`src/rtl/wb_skid_stage.sv`:
```
// -----------------------------------------------------------------------------
// wb_skid_stage
//
// Two-entry skid buffer sitting between the memory stage and the register-file
// write-back. The "main" entry drives the W_* outputs; the "skid" entry catches
// one extra instruction so that M_READY can be a pure register and never has a
// combinational path from W_READY.
//
// Ports
//   CLK        rising-edge clock
//   RST        synchronous, active-high reset
//   FLUSH      discard both buffered entries (pop in the same cycle still counts)
//   M_VALID    upstream entry present
//   M_READY    stage can accept an entry (registered: skid entry empty)
//   M_PC       upstream PC                       (XLEN)
//   M_INST     upstream instruction word         (XLEN)
//   M_REG_D    upstream destination register     (RA_W)
//   M_REG_D_V  upstream destination value        (XLEN)
//   W_VALID    head entry present
//   W_READY    downstream consumes head entry
//   W_PC, W_INST, W_REG_D, W_REG_D_V  head-entry fields, zero when W_VALID=0
//   W_WE       register-file write enable, suppressed for x0
//   OCC        number of buffered entries (0..2)
//   RETIRED    count of entries handed downstream, wraps modulo 2^CNT_W
// -----------------------------------------------------------------------------
module wb_skid_stage #(
    parameter int XLEN  = 32,
    parameter int RA_W  = 5,
    parameter int CNT_W = 32
) (
    input  logic             CLK,
    input  logic             RST,
    input  logic             FLUSH,
    input  logic             M_VALID,
    output logic             M_READY,
    input  logic [XLEN-1:0]  M_PC,
    input  logic [XLEN-1:0]  M_INST,
    input  logic [RA_W-1:0]  M_REG_D,
    input  logic [XLEN-1:0]  M_REG_D_V,
    output logic             W_VALID,
    input  logic             W_READY,
    output logic [XLEN-1:0]  W_PC,
    output logic [XLEN-1:0]  W_INST,
    output logic [RA_W-1:0]  W_REG_D,
    output logic [XLEN-1:0]  W_REG_D_V,
    output logic             W_WE,
    output logic [1:0]       OCC,
    output logic [CNT_W-1:0] RETIRED
);

    // Main entry (head, drives W_*)
    logic [XLEN-1:0]  main_pc_q,   main_pc_d;
    logic [XLEN-1:0]  main_inst_q, main_inst_d;
    logic [RA_W-1:0]  main_rd_q,   main_rd_d;
    logic [XLEN-1:0]  main_val_q,  main_val_d;

    // Skid entry (second in line)
    logic [XLEN-1:0]  skid_pc_q,   skid_pc_d;
    logic [XLEN-1:0]  skid_inst_q, skid_inst_d;
    logic [RA_W-1:0]  skid_rd_q,   skid_rd_d;
    logic [XLEN-1:0]  skid_val_q,  skid_val_d;

    // Control
    logic [1:0]       occ_q,     occ_d;
    logic             m_ready_q, m_ready_d;
    logic [CNT_W-1:0] retired_q, retired_d;

    logic w_valid;
    logic push;
    logic pop;

    assign w_valid = (occ_q != 2'd0);
    assign push    = M_VALID && m_ready_q;
    assign pop     = w_valid && W_READY;

    always_comb begin
        main_pc_d   = main_pc_q;
        main_inst_d = main_inst_q;
        main_rd_d   = main_rd_q;
        main_val_d  = main_val_q;
        skid_pc_d   = skid_pc_q;
        skid_inst_d = skid_inst_q;
        skid_rd_d   = skid_rd_q;
        skid_val_d  = skid_val_q;
        occ_d       = occ_q;

        // A pop is counted even when a flush wipes the buffers in the same
        // cycle: the consumer has already taken that instruction.
        retired_d = retired_q + {{(CNT_W-1){1'b0}}, pop};

        if (FLUSH) begin
            main_pc_d   = '0;
            main_inst_d = '0;
            main_rd_d   = '0;
            main_val_d  = '0;
            skid_pc_d   = '0;
            skid_inst_d = '0;
            skid_rd_d   = '0;
            skid_val_d  = '0;
            occ_d       = 2'd0;
        end else begin
            unique case (occ_q)
                2'd0: begin
                    if (push) begin
                        main_pc_d   = M_PC;
                        main_inst_d = M_INST;
                        main_rd_d   = M_REG_D;
                        main_val_d  = M_REG_D_V;
                        occ_d       = 2'd1;
                    end
                end
                2'd1: begin
                    if (push && pop) begin
                        // Head leaves, newcomer takes its place directly.
                        main_pc_d   = M_PC;
                        main_inst_d = M_INST;
                        main_rd_d   = M_REG_D;
                        main_val_d  = M_REG_D_V;
                    end else if (push) begin
                        skid_pc_d   = M_PC;
                        skid_inst_d = M_INST;
                        skid_rd_d   = M_REG_D;
                        skid_val_d  = M_REG_D_V;
                        occ_d       = 2'd2;
                    end else if (pop) begin
                        // Empty entries are kept zero so W_* read zero.
                        main_pc_d   = '0;
                        main_inst_d = '0;
                        main_rd_d   = '0;
                        main_val_d  = '0;
                        occ_d       = 2'd0;
                    end
                end
                2'd2: begin
                    // M_READY is low here, so push cannot happen.
                    if (pop) begin
                        main_pc_d   = skid_pc_q;
                        main_inst_d = skid_inst_q;
                        main_rd_d   = skid_rd_q;
                        main_val_d  = skid_val_q;
                        skid_pc_d   = '0;
                        skid_inst_d = '0;
                        skid_rd_d   = '0;
                        skid_val_d  = '0;
                        occ_d       = 2'd1;
                    end
                end
                default: begin
                    occ_d = 2'd0;
                end
            endcase
        end

        // Ready for the next cycle is decided here so the output is a flop.
        m_ready_d = (occ_d != 2'd2);
    end

    always_ff @(posedge CLK) begin
        if (RST) begin
            main_pc_q   <= '0;
            main_inst_q <= '0;
            main_rd_q   <= '0;
            main_val_q  <= '0;
            skid_pc_q   <= '0;
            skid_inst_q <= '0;
            skid_rd_q   <= '0;
            skid_val_q  <= '0;
            occ_q       <= 2'd0;
            m_ready_q   <= 1'b1;
            retired_q   <= '0;
        end else begin
            main_pc_q   <= main_pc_d;
            main_inst_q <= main_inst_d;
            main_rd_q   <= main_rd_d;
            main_val_q  <= main_val_d;
            skid_pc_q   <= skid_pc_d;
            skid_inst_q <= skid_inst_d;
            skid_rd_q   <= skid_rd_d;
            skid_val_q  <= skid_val_d;
            occ_q       <= occ_d;
            m_ready_q   <= m_ready_d;
            retired_q   <= retired_d;
        end
    end

    // Head fields are gated by W_VALID as well as being zeroed on drain.
    assign M_READY   = m_ready_q;
    assign W_VALID   = w_valid;
    assign W_PC      = w_valid ? main_pc_q   : '0;
    assign W_INST    = w_valid ? main_inst_q : '0;
    assign W_REG_D   = w_valid ? main_rd_q   : '0;
    assign W_REG_D_V = w_valid ? main_val_q  : '0;
    assign W_WE      = w_valid && (main_rd_q != '0);
    assign OCC       = occ_q;
    assign RETIRED   = retired_q;

endmodule

```
`config.mk`:
```
export PLATFORM = sky130hd
export DESIGN_NAME = wb_skid_stage
export DESIGN_NICKNAME = d
export VERILOG_FILES = /design/src/rtl/wb_skid_stage.sv
export SDC_FILE = /design/constraint.sdc
export NUM_CORES = 1
export LEC_CHECK = 0
export CAP_MARGIN = 20
export CELL_PAD_IN_SITES_DETAIL_PLACEMENT = 1
export CELL_PAD_IN_SITES_GLOBAL_PLACEMENT = 1
export CORE_UTILIZATION = 41
export CTS_BUF_LIST = sky130_fd_sc_hd__clkbuf_8
export DETAILED_ROUTE_END_ITERATION = 10
export PLACE_DENSITY = 0.93
export SYNTH_ARGS = -nofsm -noshare
export SYNTH_HDL_FRONTEND = slang
export SYNTH_SLANG_ARGS = --single-unit
```
`constraint.sdc`:
```
create_clock -name CLK -period 6.81 [get_ports CLK]
set_clock_uncertainty 0.05 [all_clocks]
set_input_delay 1.7025 -clock CLK [delete_from_list [all_inputs] [get_ports CLK]]
set_output_delay 1.7025 -clock CLK [all_outputs]
set_load 0.05 [all_outputs]
```
==> metrics.md, run 1 <==
| Metric | Value |
|---|---|
| Slowest cell on the critical path | ha_4 |
| TritonRoute pass-1 iters | 5 |
| Final hold slack | 400 ps |
| Die area | 25,900 um^2 |
| Combinational share of power | 0.130 |
| TritonCTS buffer count | 41 |
| H-tree levels | 2 |
| Flops & latches, synth | about 240 |
| Worst EP arrival | ~3200 ps |
| WHS Endpoint | skid_pc_q[12]$_SDFFE_PP0P_ |
| Share of Yosys cell area claimed by the top area cell type | 0.458 |
| Worst Hold Class | reg -> reg |
| CTS tree | done |
| Placed inst area | between 10,000 and 15,000 um^2 |
| Psw | between 800 and 900 uW |
| Vias | about 10,000 |
| CTS Root Cell | clkbuf_8 |
| CP Cell Sequence | inv_1 > ha_4 > buf_4 > nor2b_1 > clkdlybuf4s50_1 |
| Core Area | around 25,000 um^2 |
| Worst Min Path Start | skid_pc_q[12]$_SDFFE_PP0P_ |
| Largest net degree at the start of global routing | around 110 |
| Total global-route track usage | 0.262 |
| Hold Buf Count CTS | 0 |
| Final Hold Fails | 0 |
| Most frequent cells in the layout | clkdlybuf4s50_1 (243), dfxtp_1 (237), a21oi_1 (218), nand3_1 (114), nand2_1 (111) |
| Clock-pin slew on the worst setup and hold paths | 60 ps |
| DRT iter0 DRCs | roughly 700 |
| Clock latency on the worst-skew pair | roughly 530 ps |
| Remaining DRCs | 0 |
| Most area-hungry cell type in the Yosys netlist | dfxtp_1 |
| Vias in the first global route | about 10,000 |
| Worst Setup Start Kind | register |
| Synth cell types | 43 |
| DRT antenna net count | 0 |
| PD cells | around 220 nW/um^2 |
| Final wirelength | approximately 36,000 um |
| Period utilization | 0.732 |
| Leading cell type in the layout, fill and taps excluded | clkdlybuf4s50_1 |
| WL per Instance | 20.2 um |
| First-pass GRT wire length | roughly 55,000 um |
| Final nets | about 1,500 |
| Post-CTS Setup Repair Bufs | 0 |
| Mapped Cells | 1,239 |
| Share of layout cells above drive strength 1 | 0.0656 |
| Leak | 4.46 nW |
| Cell Count, Final, Fillers Out | about 1,800 |
| Setup_tns | 0 ps |
| Hpwl dp | around 21,000 um |
| Fin. max-slew vios | 0 |
| Cell-internal power | roughly 2.2 mW |
| Slew headroom | 0.422 |
| Design area | between 10,000 and 15,000 um^2 |
| Synth Area per Inst | between 8 and 9 um^2 |
| Crit path required time | 5060 ps |
| Worst Setup End Kind | output pin |
| I/O Buffers | roughly 240 |
| Warnings, synthesis | 0 |
| R2R Setup Slk | approximately 2800 ps |
| Layout Utilization | 0.559 |
| Die height | around 160 um |
| Area delta synth->final | 32.2% |
| Worst slew pin tran | between 800 and 900 ps |
| Synthesized Nets | between 1,000 and 1,500 |
| Max cap viols | 0 |
| Initial Util | 0.423 |
| # resized after CTS | 0 |
| Crit path max fanout | 71 |
| F_max | 0.201 GHz |
| Horiz. Die Dim | between 150 and 200 um |
| Via density | 5.86 |
| Sw Share | 0.267 |
| Max incr delay on CP | between 700 and 800 ps |
| Fillers | about 2,900 |
| Main area contributors after synthesis | dfxtp_1 (46%), a21oi_1 (11%), a211oi_1 (7.3%) |
| Gp weighted congestion | 0.814 |
| Worst Hold Depth | 2 |
| Gr ovfl total | 0 |
| Post-Place Cells | ~1,700 |
| Power share of the clock group | 0.395 |
| Seq pwr share | 0.475 |
| Status | finished clean |
| Setup-failing EPs final | 0 |
| RR Endpoint | RETIRED[16]$_SDFF_PP0_ |
| Register area share after synthesis | 0.458 |
| Post-Synthesis Cell Area | approximately 10,000 um^2 |
| Number of cell rows | 57 |
| IO Count | approximately 240 |
| Minimum clock period | between 4000 and 5000 ps |
| Antenna violations before repair | 3 |
| Critical Setup Path Class | reg -> out |
| Worst r2r src | OCC[0]$_SDFF_PP0_ |
| Maximum vdd drop | 0.111 mV |
| RSZ-0062 raised after global routing | no |
| Clk sink count | 237 |
| Longest Clk Path Bufs | 3 |
| Worst Reg2Reg Path Length in Cells | 10 |
[critical path: cells and delay by family (launching register included)]
| kind | cells | cell delay [ps] |
|---|---|---|
| simple gates | 1 | 160 |
| buf+inv | 3 | 1420 |
| fa+ha+maj | 1 | 750 |
| flops | 1 | 350 |
[how the worst max path moves through the flow]
| stage | startpoint | end | slack (ps) | depth (start not counted) |
|---|---|---|---|---|
| 2_1_floorplan | OCC[0]$_SDFF_PP0_ | W_INST[0] | 2800 | 5 |
| 3_3_place_gp | W_READY | RETIRED[16]$_SDFF_PP0_ | 2000 | 9 |
| 3_5_place_dp | W_READY | RETIRED[16]$_SDFF_PP0_ | 1750 | 9 |
| 4_1_cts | OCC[0]$_SDFF_PP0_ | W_INST[1] | 1820 | 5 |
| 5_1_grt | OCC[0]$_SDFF_PP0_ | W_INST[6] | 1690 | 5 |
| 6_report | OCC[0]$_SDFF_PP0_ | W_INST[6] | 1820 | 5 |
[area by class of cell]
class,count,area (um^2),share of cell area
Inverter,12,47.5,0.00347
Timing Repair Buffer,261,2670,0.195
Sequential cell,237,4740,0.346
Multi-Input combinational cell,859,5090,0.371
Clock buffer,49,674,0.0492
Clock inverter,16,66.3,0.00484
Tap cell,324,405,0.0296
Antenna cell,3,7.51,0.000548
[Yosys cell counts, drive strengths merged]
library cell	number
nor4	4
nor2b	105
nand4bb	1
or2	1
or3	7
o21a	1
nand4	6
a211oi	101
o31ai	10
a31o	2
mux2	4
a221oi	1
clkbuf	96
o31a	1
nand2b	1
buf	35
ha	6
a2111oi	1
nor3	3
inv	12
nand3	114
and4	5
and2	3
nand2	111
nor2	20
o22ai	1
xor2	7
dfxtp	237
and3	3
or4	9
a22oi	101
a21boi	1
a21oi	218
xnor2	5
o21ai	6
[power by group through the flow]
stage                     Sequential (mW)  Clock, mW  Combinational, mW
final                                1.45       1.21              0.396
after global routing                 1.46       1.29              0.426
after CTS                            1.45       1.23              0.388
after detailed placement             1.48          0              0.386
after global placement               1.48          0              0.374
after floorplan                      1.48          0              0.236
[cell families (layout without fill, tap and decap cells)]
family | Yosys count | after routing | share of synthesized area
adders and majority gates | 6 | 6 | 0.00724
DFF | 237 | 237 | 0.458
AOI/OAI and AO/OA | 444 | 444 | 0.268
buffers and inverters | 143 | 338 | 0.0571
and+or+nand+nor | 393 | 393 | 0.196
other | 0 | 3 | 0
muxes | 4 | 4 | 0.00434
xor gates and xnor gates | 12 | 12 | 0.0101
[flip-flops by register name, summed over array words and instances (netlist names)]
signal,flops
skid_pc_q,32
main_pc_q,32
M_READY,1
main_val_q,32
skid_val_q,32
OCC,2
main_inst_q,32
skid_inst_q,32
skid_rd_q,5
RETIRED,32
main_rd_q,5
[per-layer routing]
layer	global-route usage	vias up	part of all wire
met5	0	-	0
met4	0.132	0	0.039
met3	0.0437	86	0.053
met2	0.461	322	0.50
met1	0.308	5097	0.40
li1	-	4822	-
[stage by stage]
step	power (mW)	setup WS, ps
2_1_floorplan	1.71	2800
3_3_place_gp	1.85	2000
3_5_place_dp	1.87	1750
4_1_cts	3.07	1820
5_1_grt	3.17	1690
6_report	3.06	1820
(Power assumes the default switching activity.)
==> inputs of run 2 (changes only) <==
CORE_UTILIZATION = 34   (was 41)
PLACE_DENSITY = 0.83   (was 0.93)
clock period = 4.4 ns   (was 6.81 ns; I/O delays follow)
==> metrics.md, run 2 (synthesized netlist as in run 1, its figures left out) <==
| Metric | Value |
|---|---|
| Worst Setup Start Kind | register |
| Largest net degree at the start of global routing | 102 (-6.4%) |
| Clock-pin slew on the worst setup and hold paths | 50 ps (about the same) |
| CTS Root Cell | clkbuf_8 |
| Post-CTS Setup Repair Bufs | 0 (unchanged) |
| Area of the multi-input gates | 5090 um^2 (unchanged) |
| Leading cell type in the layout, fill and taps excluded | clkdlybuf4s50_1 |
| Slew headroom | 0.348 (-0.0737) |
| R2R Setup Slk | 890 ps (-1860 ps) |
| H-tree levels | 2 (unchanged) |
| Final Hold Fails | 0 (unchanged) |
| Hold Buf Count CTS | 0 (unchanged) |
| Total global-route track usage | 0.222 (-0.0397) |
| Worst slew pin tran | 978 ps (+111 ps) |
| Critical Setup Path Class | reg -> out |
| Setup_tns | 0 ps (unchanged) |
| CP Cell Sequence | inv_1 > ha_4 > buf_4 > nor2b_1 > clkdlybuf4s50_1 |
| Number of cell rows | 63 (+11%) |
| Die area | 31,200 um^2 (+20%) |
| Crit path max fanout | 61 (-14%) |
| Period utilization | 0.938 |
| TritonCTS buffer count | 44 (+7.3%) |
| I/O Buffers | 243 (unchanged) |
| Worst EP arrival | 2980 ps (-250 ps) |
| Slowest cell on the critical path | clkdlybuf4s50_1 |
| Area delta synth->final | 34.4% |
| Die height | 177 um (+9.7%) |
| Worst Hold Class | reg -> reg |
| Final wirelength | 35,300 um (-1.0%) |
| Maximum vdd drop | 0.214 mV (+92%) |
| Initial Util | 0.348 (-0.0746) |
| Register area | 4740 um^2 (unchanged) |
| Worst Setup End Kind | output pin |
| Final nets | 1,531 (+0.46%) |
| Via density | 5.56 (-5.1%) |
| First-pass GRT wire length | 55,900 um (+1.7%) |
| Worst Min Path Start | skid_val_q[30]$_SDFFE_PP0P_ |
| Longest Clk Path Bufs | 3 (unchanged) |
| Gr ovfl total | 0 (unchanged) |
| Fin. max-slew vios | 0 (unchanged) |
| Crit path required time | 3250 ps (-1810 ps) |
| Max incr delay on CP | 710 ps (-40 ps) |
| WL per Instance | 19.1 um (-5.6%) |
| Horiz. Die Dim | 177 um (+9.7%) |
| Antenna violations before repair | 1 (-2) |
| Most frequent cells in the layout | clkdlybuf4s50_1 (243), dfxtp_1 (237), a21oi_1 (218), nand3_1 (114), nand2_1 (111) |
| DRT iter0 DRCs | 580 (-18%) |
| Clock latency on the worst-skew pair | 540 ps (about the same) |
| Hpwl dp | 21,800 um (+3.4%) |
| WHS Endpoint | skid_val_q[30]$_SDFFE_PP0P_ |
| Share of layout cells above drive strength 1 | 0.0742 (+0.00868) |
| F_max | roughly 0.24 GHz |
| DRT antenna net count | 0 (unchanged) |
| Worst r2r src | OCC[0]$_SDFF_PP0_ |
| RSZ-0062 raised after global routing | no |
| Setup-failing EPs final | 0 (unchanged) |
| Remaining DRCs | 0 (unchanged) |
| Core Area | 29,800 um^2 (+21%) |
| Final hold slack | 399 ps (-1.61 ps) |
| Worst Hold Depth | 2 (unchanged) |
| # resized after CTS | 0 (unchanged) |
| Status | finished clean |
| Vias | 10,300 (-0.56%) |
| Clk sink count | 237 (unchanged) |
| Vias in the first global route | 10,600 (+1.4%) |
| CTS tree | done |
| IO Count | 244 (unchanged) |
| Gp weighted congestion | 0.776 (-4.7%) |
| TritonRoute pass-1 iters | 5 (unchanged) |
| Worst Reg2Reg Path Length in Cells | 9 (-1) |
| Fillers | 3,478 (+20%) |
| Max cap viols | 0 (unchanged) |
| PD cells | 355 nW/um^2 (+59%) |
| Leak | 4.56 nW (+2.2%) |
| Minimum clock period | between 4000 and 5000 ps |
| RR Endpoint | RETIRED[31]$_SDFF_PP0_ |
[run 2: cell types whose count changed in the layout (fill, tap and decap cells not counted), sizes merged]
| cell | delta |
|---|---|
| clkinvlp | +2 |
| clkbuf | +8 |
| buf | +4 |
| inv | +7 |
| diode | -2 |
[run 2: worst max path at each step]
stage / start / depth (start not counted) / slack, ps / to
finish: OCC[0]$_SDFF_PP0_ / 5 / 270 / W_INST[15]
global route: OCC[0]$_SDFF_PP0_ / 5 / 80 / W_PC[23]
CTS: OCC[0]$_SDFF_PP0_ / 5 / 240 / W_PC[15]
detailed placement: W_READY / 8 / 350 / RETIRED[31]$_SDFF_PP0_
global placement: W_READY / 10 / 550 / RETIRED[16]$_SDFF_PP0_
floorplan: OCC[0]$_SDFF_PP0_ / 5 / 990 / W_INST[0]
[run 2: worst max-delay path: cells and delay by family, from the launching register on]
family / cells / cell delay, ps
simple gates: 1 / 90
flops: 1 / 350
buf+inv: 3 / 1270
fa+ha+maj: 1 / 660
[run 2: routing by layer]
| layer | global-route usage | vias up | share of wire |
|---|---|---|---|
| met5 | 0 | - | 0 |
| met4 | 0.101 | 0 | 0.038 |
| met3 | 0.0455 | 80 | 0.051 |
| met2 | 0.393 | 284 | 0.50 |
| met1 | 0.256 | 5059 | 0.41 |
| li1 | - | 4846 | - |
[run 2: layout make-up]
type / instances / share of cell area
antenna: 1 / 0.000180
clock buffer: 57 / 0.0563
clock inverter: 25 / 0.00772
inverter: 12 / 0.00341
multi-input combinational: 859 / 0.365
sequential: 237 / 0.340
tap: 390 / 0.0350
timing repair buffer: 265 / 0.192
[run 2: report_power, final]
group / leakage (nW) / switching, mW / internal, mW
Sequential: 1.92 / 0.0367 / 2.21
Combinational: 2.11 / 0.349 / 0.259
Clock: 0.526 / 0.936 / 1.16
Total: 4.56 / 1.32 / 3.63
[run 2: stage by stage]
step                      total power, mW  setup WS [ps]  instances   util  area [um^2]
after floorplan                      2.65            988       1239      -        10400
after global placement               2.89            550       1763  0.438        13000
after detailed placement             2.90            345       1763  0.438        13000
after CTS                            5.02            239       1845  0.468        13900
after global routing                 5.16           76.4       1846  0.468        13900
final                                4.95            274       1846  0.468        13900
==> inputs of run 3 (changes only) <==
CORE_MARGIN = 3   (was unset)
CORE_UTILIZATION = 44   (was 34)
CTS_BUF_LIST = sky130_fd_sc_hd__clkbuf_2 sky130_fd_sc_hd__clkbuf_4 sky130_fd_sc_hd__clkbuf_8   (was sky130_fd_sc_hd__clkbuf_8)
DONT_BUFFER_PORTS = 1   (was unset)
==> metrics.md, run 3 (synthesized netlist as in run 1, its figures left out) <==
| Metric | Value |
|---|---|
| Setup-failing EPs final | 0 (unchanged) |
| Longest Clk Path Bufs | 3 (unchanged) |
| Worst Hold Class | reg -> reg |
| Total global-route track usage | 0.254 (+0.0319) |
| Clk sink count | 237 (unchanged) |
| Slew headroom | 0.394 (+0.0455) |
| Max cap viols | 0 (unchanged) |
| PD cells | 406 nW/um^2 (+14%) |
| Hold Buf Count CTS | 0 (unchanged) |
| Vias | 9,803 (-4.5%) |
| CP Cell Sequence | inv_1 > ha_4 > nand2b_1 > inv_1 > ha_1 > ha_1 > and3_1 > nand4_1 > or4_2 > a21oi_1 |
| Critical Setup Path Class | reg -> reg |
| TritonCTS buffer count | 43 (-2.3%) |
| Gp weighted congestion | 0.839 (+8.1%) |
| Max incr delay on CP | 830 ps (+120 ps) |
| Maximum vdd drop | 0.226 mV (+5.5%) |
| Number of cell rows | 55 (-13%) |
| DRT iter0 DRCs | 519 (-11%) |
| Tot Pwr | 4.95 mW (about the same) |
| Diodes inserted | 0 (-1) |
| H-tree levels | 2 (unchanged) |
| Final Hold Fails | 0 (unchanged) |
| Worst slew pin tran | 909 ps (-68.3 ps) |
| Post-CTS Setup Repair Bufs | 0 (unchanged) |
| First-pass GRT wire length | 54,300 um (-2.9%) |
| Post-route setup slack | 332 ps (+57.9 ps) |
| Fillers | 2,702 (-22%) |
| Gr ovfl total | 0 (unchanged) |
| Core Area | 22,900 um^2 (-23%) |
| F_max | 0.246 GHz (+1.4%) |
| I/O Buffers | 0 (-100%) |
| Vias in the first global route | 10,000 (-5.7%) |
| Setup_tns | 0 ps (unchanged) |
| Clock latency on the worst-skew pair | 530 ps (about the same) |
| Status | finished clean |
| Leak | 4.19 nW (-8.2%) |
| Levels on crit path | 10 (+5) |
| Initial Util | 0.452 (+0.104) |
| Hpwl dp | 19,800 um (-9.3%) |
| Die area | 25,400 um^2 (-18%) |
| DRT antenna net count | 0 (unchanged) |
| Horiz. Die Dim | 160 um (-9.7%) |
| Area of the multi-input gates | 5090 um^2 (unchanged) |
| Fin. max-slew vios | 0 (unchanged) |
| Period utilization | 0.924 (-0.0132) |
| RSZ-0062 raised after global routing | no |
| Die height | 160 um (-9.7%) |
| WL per Instance | 21.0 um (+9.7%) |
| Worst Setup Start Kind | register |
| Worst EP arrival | 4480 ps (+1500 ps) |
| CP bufs+invs | 2 (-1) |
| Most frequent cells in the layout | dfxtp_1 (237), a21oi_1 (218), nand3_1 (114), nand2_1 (111), buf_4 (111) |
| Leading cell type in the layout, fill and taps excluded | dfxtp_1 |
| TritonRoute pass-1 iters | 5 (unchanged) |
| Final wirelength | 33,800 um (-4.1%) |
| CTS Root Cell | clkbuf_8 |
| Worst Setup End Kind | register |
| R2R Setup Slk | 330 ps (-560 ps) |
| Worst Hold Depth | 2 (unchanged) |
| Via density | 6.07 (+9.2%) |
| Final nets | 1,383 (-9.7%) |
| Pre-CTS setup slack | 405 ps (+60.2 ps) |
| Area delta synth->final | 17.5% |
| Slowest cell on the critical path | or4_2 |
| Worst Reg2Reg Path Length in Cells | 10 (+1) |
| Share of layout cells above drive strength 1 | 0.165 (+0.0910) |
| Largest net degree at the start of global routing | 103 (+0.98%) |
| IO Count | 244 (unchanged) |
| Minimum clock period | 4070 ps (-57.9 ps) |
| # resized after CTS | 0 (unchanged) |
| Remaining DRCs | 0 (unchanged) |
| Crit path required time | 4810 ps (+1560 ps) |
| Register area | 4740 um^2 (unchanged) |
| Crit path max fanout | 16 (-74%) |
| CTS tree | done |
| Clock-pin slew on the worst setup and hold paths | 60 ps (about the same) |
| Antenna violations before repair | 0 (-1) |
| Family with the most delay on the worst path | simple AND/OR/NAND/NOR gates |
## run 3: changes by cell type in the layout (fill, tap and decap cells not counted), sizes merged
cell,change
clkdlybuf4s50,-243
clkbuf,+15
clkinvlp,-2
bufinv,+1
buf,+96
clkinv,-3
inv,-18
diode,-1
## run 3: final cells by class
cell class                      instances  share of cell area
Sequential cell                       237               0.389
Clock buffer                           72              0.0736
Inverter                               12             0.00390
Timing Repair Buffer                  118              0.0799
Clock inverter                          3             0.00329
Tap cell                              313              0.0321
Multi-Input combinational cell        859               0.418
## run 3: final timing paths
check | startpoint | endpoint
setup / recovery | OCC[0]$_SDFF_PP0_ | RETIRED[16]$_SDFF_PP0_
hold / removal | skid_rd_q[1]$_SDFFE_PP0P_ | skid_rd_q[1]$_SDFFE_PP0P_
setup reg to reg | OCC[0]$_SDFF_PP0_ | RETIRED[16]$_SDFF_PP0_
hold reg to reg | skid_rd_q[1]$_SDFFE_PP0P_ | skid_rd_q[1]$_SDFFE_PP0P_
## run 3: layer usage
layer | part of all wire | vias to the layer above | GRT usage
met1 | 0.40 | 4838 | 0.302
met4 | 0.029 | 0 | 0.0856
met5 | 0 | - | 0
met3 | 0.077 | 83 | 0.0728
met2 | 0.49 | 328 | 0.442
li1 | - | 4554 | -
## run 3: tightest hold or removal path, delay by kind of cell, from the launching register on
| family | cells | cell delay (ps) |
|---|---|---|
| and+or+nand+nor | 1 | 50 |
| AOI/OAI and AO/OA | 1 | 50 |
| DFF | 1 | 310 |
## run 3: power breakdown
group / switching [mW] / internal [mW]
clock network: 0.895 / 1.33
registers: 0.0381 / 2.21
logic: 0.308 / 0.167
total: 1.24 / 3.71
## run 3: per-stage QoR
stage / utilization / cell area, um^2 / cells / hold WS (ps)
2_1_floorplan: - / 10400 / 1239 / 382
3_3_place_gp: 0.491 / 11200 / 1539 / 387
6_report: 0.532 / 12200 / 1614 / 399
5_1_grt: 0.532 / 12200 / 1614 / 413
4_1_cts: 0.532 / 12200 / 1614 / 401
3_5_place_dp: 0.491 / 11200 / 1539 / 393
